### config.mk
export PLATFORM = sky130hd
export DESIGN_NAME = cmd_queue_ctrl
export DESIGN_NICKNAME = d
export VERILOG_FILES = /design/src/rtl/cmd_pkg.sv /design/src/rtl/cmd_fifo.sv /design/src/rtl/cmd_queue_ctrl.sv
export SDC_FILE = /design/constraint.sdc
export NUM_CORES = 1
export LEC_CHECK = 0
export ABC_AREA = 1
export BUFFER_PORTS_ARGS = -buffer_cell sky130_fd_sc_hd__buf_2
export CELL_PAD_IN_SITES_DETAIL_PLACEMENT = 1
export CELL_PAD_IN_SITES_GLOBAL_PLACEMENT = 1
export CORE_ASPECT_RATIO = 2
export CORE_MARGIN = 3
export CORE_UTILIZATION = 25
export DETAILED_ROUTE_END_ITERATION = 10
export GPL_TIMING_DRIVEN = 0
export PLACE_DENSITY = 0.57
export SETUP_SLACK_MARGIN = 0.15
export SYNTH_ARGS = -nofsm -noshare
export SYNTH_HDL_FRONTEND = slang
export SYNTH_SLANG_ARGS = --single-unit
### constraint.sdc
create_clock -name i_clk -period 2.2 [get_ports i_clk]
set_input_delay 0.66 -clock i_clk [delete_from_list [all_inputs] [get_ports i_clk]]
set_output_delay 0.66 -clock i_clk [all_outputs]
set_load 0.01 [all_outputs]
### src/rtl/cmd_pkg.sv
// Shared types and constants for the UART command queue.
package cmd_pkg;

  typedef logic [15:0] cmd_word_t;

  localparam logic [7:0] ACK_BYTE_C = 8'hA5;
  localparam logic [7:0] NAK_BYTE_C = 8'hEE;

  localparam int TO_W_SLOW = 24;
  localparam int TO_W_FAST = 12;

  typedef enum logic [1:0] {
    OP_STOP   = 2'b00,
    OP_VEER_R = 2'b01,
    OP_VEER_L = 2'b10,
    OP_TURN   = 2'b11
  } cmd_op_e;

  typedef enum logic {S_HIGH = 1'b0, S_LOW = 1'b1} asm_state_e;
  typedef enum logic {R_IDLE = 1'b0, R_BUSY = 1'b1} rsp_state_e;

  // The maneuver code sits in the top two bits of a command word.
  function automatic cmd_op_e cmd_op(input cmd_word_t w);
    return cmd_op_e'(w[15:14]);
  endfunction

endpackage

### src/rtl/cmd_fifo.sv
// Synchronous command FIFO with a registered head word; a pop and a push may
// share a cycle even when full.
module cmd_fifo
  import cmd_pkg::*;
#(
  parameter int DEPTH = 4
) (
  input  logic                     i_clk,
  input  logic                     i_rst_n,
  input  logic                     i_clr,
  input  logic                     i_push,
  input  cmd_word_t                i_din,
  input  logic                     i_pop,
  output cmd_word_t                o_head,
  output logic                     o_vld,
  output logic                     o_full,
  output logic [$clog2(DEPTH):0]   o_cnt,
  output logic                     o_push_ok
);

  localparam int            PW      = $clog2(DEPTH);
  localparam logic [PW:0]   DEPTH_C = (PW+1)'(DEPTH);
  localparam logic [PW:0]   ZERO_C  = (PW+1)'(0);

  logic [PW-1:0] r_rd_ptr;
  logic [PW-1:0] r_wr_ptr;
  logic [PW:0]   r_cnt;
  cmd_word_t     r_mem [DEPTH];
  cmd_word_t     r_head;

  logic          w_pop_ok;
  logic          w_push_ok;
  logic [PW-1:0] w_rd_nxt;
  logic [PW:0]   w_cnt_after_pop;
  logic [PW:0]   w_cnt_nxt;
  cmd_word_t     w_head_nxt;

  assign w_pop_ok        = i_pop && (r_cnt != ZERO_C);
  assign w_push_ok       = i_push && ((r_cnt != DEPTH_C) || w_pop_ok);
  assign w_rd_nxt        = r_rd_ptr + PW'(w_pop_ok);
  assign w_cnt_after_pop = r_cnt - (PW+1)'(w_pop_ok);
  assign w_cnt_nxt       = w_cnt_after_pop + (PW+1)'(w_push_ok);
  // A push into an (effectively) empty queue bypasses storage to the head.
  assign w_head_nxt      = (w_push_ok && (w_cnt_after_pop == ZERO_C)) ? i_din : r_mem[w_rd_nxt];

  // Storage, pointers, occupancy and head register.
  always_ff @(posedge i_clk or negedge i_rst_n) begin
    if (!i_rst_n) begin
      r_rd_ptr <= '0;
      r_wr_ptr <= '0;
      r_cnt    <= ZERO_C;
      r_head   <= 16'h0000;
      for (int i = 0; i < DEPTH; i++) r_mem[i] <= 16'h0000;
    end else if (i_clr) begin
      r_rd_ptr <= '0;
      r_wr_ptr <= '0;
      r_cnt    <= ZERO_C;
      r_head   <= 16'h0000;
    end else begin
      if (w_push_ok) begin
        r_mem[r_wr_ptr] <= i_din;
        r_wr_ptr        <= r_wr_ptr + PW'(1);
      end
      r_rd_ptr <= w_rd_nxt;
      r_cnt    <= w_cnt_nxt;
      r_head   <= w_head_nxt;
    end
  end

  assign o_head    = r_head;
  assign o_vld     = (r_cnt != ZERO_C);
  assign o_full    = (r_cnt == DEPTH_C);
  assign o_cnt     = r_cnt;
  assign o_push_ok = w_push_ok && !i_clr;

endmodule

### src/rtl/cmd_queue_ctrl.sv
// Assembles UART byte pairs into command words, queues them for cmd_proc and
// answers each completed word with an ACK or NAK byte.
module cmd_queue_ctrl
  import cmd_pkg::*;
#(
  parameter int         DEPTH    = 4,
  parameter bit         FAST_SIM = 1'b0,
  parameter logic [7:0] ACK_BYTE = ACK_BYTE_C,
  parameter logic [7:0] NAK_BYTE = NAK_BYTE_C
) (
  input  logic                   i_clk,
  input  logic                   i_rst_n,
  input  logic                   i_rx_rdy,
  input  logic [7:0]             i_rx_data,
  output logic                   o_clr_rx_rdy,
  output logic [15:0]            o_cmd,
  output logic                   o_cmd_vld,
  input  logic                   i_cmd_taken,
  input  logic                   i_flush,
  output logic                   o_trmt,
  output logic [7:0]             o_tx_data,
  input  logic                   i_tx_done,
  output logic                   o_q_full,
  output logic [$clog2(DEPTH):0] o_q_cnt
);

  localparam int TO_W = FAST_SIM ? TO_W_FAST : TO_W_SLOW;

  asm_state_e    r_asm, w_asm_nxt;
  logic [7:0]    r_high;
  logic [TO_W-1:0] r_to_cnt;
  logic          r_clr_rx_rdy;
  logic          w_take, w_to_done, w_high_ld, w_push_req, w_push, w_push_ok;

  rsp_state_e    r_rsp_st, w_rsp_nxt;
  logic [1:0]    r_rsp_q, w_q_nxt;
  logic [1:0]    r_rsp_n, w_n_nxt;
  logic          w_send;
  logic          r_trmt;
  logic [7:0]    r_tx_data;

  // The clr pulse is still high the cycle after a take, so skip that cycle.
  assign w_take    = i_rx_rdy && !r_clr_rx_rdy;
  assign w_to_done = (r_to_cnt == {TO_W{1'b1}});
  assign w_push    = w_push_req && !i_flush;

  // Byte assembly next-state.
  always_comb begin
    w_asm_nxt  = r_asm;
    w_high_ld  = 1'b0;
    w_push_req = 1'b0;
    case (r_asm)
      S_HIGH: begin
        if (w_take) begin
          w_high_ld = 1'b1;
          w_asm_nxt = S_LOW;
        end else begin
          w_asm_nxt = S_HIGH;
        end
      end
      S_LOW: begin
        if (w_take) begin
          w_push_req = 1'b1;
          w_asm_nxt  = S_HIGH;
        end else if (w_to_done) begin
          w_asm_nxt  = S_HIGH;
        end else begin
          w_asm_nxt  = S_LOW;
        end
      end
      default: w_asm_nxt = S_HIGH;
    endcase
    if (i_flush) begin
      w_asm_nxt = S_HIGH;
    end else begin
      w_asm_nxt = w_asm_nxt;
    end
  end

  // Byte assembly state, high byte, inter-byte timeout and rx consume pulse.
  always_ff @(posedge i_clk or negedge i_rst_n) begin
    if (!i_rst_n) begin
      r_asm        <= S_HIGH;
      r_high       <= 8'h00;
      r_to_cnt     <= '0;
      r_clr_rx_rdy <= 1'b0;
    end else begin
      r_asm        <= w_asm_nxt;
      r_clr_rx_rdy <= w_take;
      if (i_flush) begin
        r_high <= 8'h00;
      end else if (w_high_ld) begin
        r_high <= i_rx_data;
      end else begin
        r_high <= r_high;
      end
      if ((r_asm == S_LOW) && (w_asm_nxt == S_LOW)) begin
        r_to_cnt <= r_to_cnt + TO_W'(1);
      end else begin
        r_to_cnt <= '0;
      end
    end
  end

  cmd_fifo #(.DEPTH(DEPTH)) u_fifo (
    .i_clk     (i_clk),
    .i_rst_n   (i_rst_n),
    .i_clr     (i_flush),
    .i_push    (w_push),
    .i_din     ({r_high, i_rx_data}),
    .i_pop     (i_cmd_taken),
    .o_head    (o_cmd),
    .o_vld     (o_cmd_vld),
    .o_full    (o_q_full),
    .o_cnt     (o_q_cnt),
    .o_push_ok (w_push_ok)
  );

  assign w_send = (r_rsp_st == R_IDLE) && (r_rsp_n != 2'd0);

  // Response FSM next-state and pending-response queue (1 = ACK, 0 = NAK).
  always_comb begin
    w_rsp_nxt = r_rsp_st;
    w_q_nxt   = r_rsp_q;
    w_n_nxt   = r_rsp_n;
    case (r_rsp_st)
      R_IDLE:  w_rsp_nxt = w_send ? R_BUSY : R_IDLE;
      R_BUSY:  w_rsp_nxt = i_tx_done ? R_IDLE : R_BUSY;
      default: w_rsp_nxt = R_IDLE;
    endcase
    if (w_send) begin
      w_q_nxt = {1'b0, r_rsp_q[1]};
      w_n_nxt = r_rsp_n - 2'd1;
    end else begin
      w_n_nxt = r_rsp_n;
    end
    // With both slots occupied the newest entry is overwritten.
    if (w_push) begin
      case (w_n_nxt)
        2'd0: begin
          w_q_nxt[0] = w_push_ok;
          w_n_nxt    = 2'd1;
        end
        2'd1: begin
          w_q_nxt[1] = w_push_ok;
          w_n_nxt    = 2'd2;
        end
        default: w_q_nxt[1] = w_push_ok;
      endcase
    end else begin
      w_n_nxt = w_n_nxt;
    end
  end

  // Response state, pending queue and registered transmit outputs.
  always_ff @(posedge i_clk or negedge i_rst_n) begin
    if (!i_rst_n) begin
      r_rsp_st  <= R_IDLE;
      r_rsp_q   <= 2'b00;
      r_rsp_n   <= 2'd0;
      r_trmt    <= 1'b0;
      r_tx_data <= 8'h00;
    end else begin
      r_rsp_st <= w_rsp_nxt;
      r_rsp_q  <= w_q_nxt;
      r_rsp_n  <= w_n_nxt;
      r_trmt   <= w_send;
      if (w_send) begin
        r_tx_data <= r_rsp_q[0] ? ACK_BYTE : NAK_BYTE;
      end else begin
        r_tx_data <= r_tx_data;
      end
    end
  end

  assign o_clr_rx_rdy = r_clr_rx_rdy;
  assign o_trmt       = r_trmt;
  assign o_tx_data    = r_tx_data;

endmodule
==> flow_summary.toml <==
[clock_tree]
cts-root-buf = "clkbuf_16"
path_clk_slew_ns = 0.06
cts_tree = "built"
cts_buffer_depth = 2
cts.htree.levels = 4
cts.sinks = 130
clkLatencyLatePin_ns = 0.44
cts_made_buffers = 17

[min_path]
hold_path_class = "in -> async"

[floorplan]
die_w_um = 116
coreArea_um2 = 23500
dieArea_um2 = 26200
num_rows = 79
die_y_um = 226
ioPinCount = 45
start_util_pct = 25.7

[timing]
fin_crit_sh_pct = 95.1
rsz0062_at_grt = "yes"
finClkSkew_ns = 0.00783
max_slew_margin_pct = 41.5
finalSetupViolCount = 0
timing.hold.ws_ns = 0.150
worst_slew_pin_slew_ns = 0.871
slew_viol_final = 0
layout_setup_ws_ns = 0.108
min_period_ns = 2.09
clock.fmax_mhz = 478
fin_setup_tns_ns = 0
hold_viol_final = 0

[routing]
vias = 5073
ant_nets = 0
drt-total-wl_um = 19800
dr.pass1.iters = 4
viasPerCell = 4.71
drt_iter0_drc = 258
wire_per_inst_um = 18.4
drcViolationCount = 0

[synth]
synth_area_um2 = 6040
ys_types = 33
synth_seq_area_share_pct = 53.8
yosys_warnings = 0
syn_inst = 707
synth_seq_cells = 130
avgSynthCellArea_um2 = 8.55
synth_nets = 731

[cells_and_area]
final_area_um2 = 7500
drive_gt1_share_pct = 18.8
areaGrowthSynthToFinish_pct = 24.1
finish.net_count = 804
n_antenna_cell = 0

[place]
gp_congestion = 0.778
io_buffers = 43
placed_cell_area_um2 = 6650
dp_hpwl_um = 14300
dp_slack_ns = -0.273

[grt]
grt_pass1_wl_um = 31400
grt_pass1_vias = 5535
antenna_found_initial = 0
overflow = 0
track_usage_pct = 16.2
grt_start_max_net_pins = 85

[pwr]
power_leakage_nw = 3.35
pwr_density_cell_nw_per_um2 = 1120
peakVddDrop_mv = 0.579
p_total_w = 0.00838

[worst_setup_path]
worstSetupPathType = "reg -> reg"
crit_fanout = 8
critPathArrivalTime_ns = 2.46
worstPathRequired_ns = 2.56
rr_worst_depth = 11
crit_path_end_kind = "register"
start_kind = "register"

[job]
max-cap-violations = 0

[status]
status = "complete, no violations"
-- final timing paths --
check | from | end | slack [ns]
worst max-delay path | u_fifo.o_cnt[0]$_DFF_PN0_ | u_fifo.o_head[6]$_DFF_PN0_ | 0.11
worst min-delay path | i_rst_n | r_to_cnt[2]$_DFF_PN0_ | 0.15
worst max register to register | u_fifo.o_cnt[0]$_DFF_PN0_ | u_fifo.o_head[6]$_DFF_PN0_ | 0.11
worst min register to register | r_rsp_q[0]$_DFF_PN0_ | o_tx_data[6]$_DFFE_PN0P_ | 0.47
max in group asynchronous | i_rst_n | u_fifo.r_mem[39]$_DFFE_PN0P_ | 1.23
min in group i_clk | i_tx_done | r_rsp_st$_DFF_PN0_ | 0.42
-- layer usage --
metal | global-route usage (%) | up-vias | wire length, um
li1 | - | 2442 | -
met1 | 16.6 | 2502 | 7090
met2 | 30.3 | 85 | 11300
met3 | 3.27 | 44 | 552
met4 | 8.02 | 0 | 875
met5 | 0 | - | 0
-- worst max-delay path: stages (launching register included) --
cell	delay [ns]
dfrtp_2	0.43
nor2_2	0.13
nand2_2	0.11
nand2_2	0.11
nor2_4	0.05
ha_4	0.17
xnor2_4	0.18
nand2_2	0.10
nor2_4	0.24
nand2_4	0.16
clkbuf_16	0.21
a21oi_4	0.13
-- where the power goes --
part           internal [W]  switching (W)
clock               0.00172        0.00112
combinational      0.000972        0.00171
sequential          0.00270       0.000156
-- state kept, by name (all words and copies together), names as in the netlist, 2 cells and up --
signal	count
r_rsp_n	2
o_tx_data	3
u_fifo.o_cnt	3
u_fifo.r_wr_ptr	2
u_fifo.r_rd_ptr	2
u_fifo.o_head	16
u_fifo.r_mem	64
r_high	8
r_to_cnt	24
r_rsp_q	2
-- layout by cell type (no fill, tap or decap), types with 3 or more instances in the layout --
| master | netlist | routed |
|---|---|---|
| nand2_1 | 191 | 187 |
| dfrtp_1 | 130 | 128 |
| nand3_1 | 86 | 86 |
| o21ai_1 | 65 | 65 |
| buf_2 | 20 | 56 |
| inv_1 | 51 | 51 |
| nor2_1 | 54 | 51 |
| buf_4 | 8 | 20 |
| clkbuf_16 | 0 | 18 |
| xor2_1 | 11 | 11 |
| o22ai_1 | 10 | 10 |
| a21oi_4 | 0 | 9 |
| a21oi_1 | 9 | 9 |
| o21ai_0 | 9 | 9 |
| ha_1 | 10 | 9 |
| xnor2_1 | 8 | 7 |
| nand2_2 | 2 | 6 |
| nand4_1 | 6 | 6 |
| nor3_1 | 6 | 5 |
| clkinvlp_4 | 0 | 5 |
| clkbuf_1 | 4 | 4 |
| clkinv_2 | 0 | 4 |
| nor2_4 | 1 | 3 |
| buf_6 | 1 | 3 |
-- layout make-up --
| type | instances | area (um2) |
|---|---|---|
| fill | 2798 | 16000 |
| sequential | 130 | 3260 |
| multi-input combinational | 489 | 2540 |
| clock buffer | 19 | 453 |
| tap | 283 | 354 |
| timing repair buffer | 54 | 342 |
| buffer | 35 | 225 |
| inverter | 53 | 199 |
| clock inverter | 13 | 135 |
-- Yosys cell counts (all sizes together) --
cell / instances / area [um2]
conb: 1 / 3.75
nand4: 7 / 50.1
dfrtp: 130 / 3250
xor2: 11 / 96.3
ha: 10 / 125
a31oi: 1 / 6.26
buf: 31 / 179
o21ai: 74 / 370
inv: 53 / 199
nor2: 56 / 220
mux2i: 1 / 10.0
clkbuf: 4 / 15.0
or2: 1 / 6.26
o22ai: 10 / 62.6
xnor2: 8 / 70.1
a21oi: 20 / 141
nand2: 194 / 741
nand3: 87 / 440
nor3: 7 / 46.3
o21bai: 1 / 7.51
-- logic make-up (layout without fill, tap and decap cells) --
group | Yosys count | in the layout | synth area share (%)
other | 1 | 1 | 0.0621
muxes | 1 | 1 | 0.166
DFF | 130 | 130 | 53.8
adders and majority gates | 10 | 10 | 2.07
buffers and inverters | 88 | 174 | 6.50
xor gates and xnor gates | 19 | 19 | 2.75
AOI/OAI and AO/OA | 106 | 106 | 9.73
and+or+nand+nor | 352 | 352 | 24.9
-- repair_timing --
action / CTS / global route
setup endpoints to repair: 40 / 38
pin swaps: 2 / 14
gates resized for setup: 17 / 20
endpoints found under the hold margin: 0 / 0
cloned: 1 / 1
buffers inserted: 6 / 2
hold buffers: 0 / 0
-- through the flow --
stage / util, % / cells
final: 31.9 / 1076
after detailed placement: 28.3 / 1034
after global routing: 31.9 / 1076
after global placement: 28.1 / 1033
after floorplan: - / 707
after CTS: 31.2 / 1073
(Power assumes the default switching activity.)
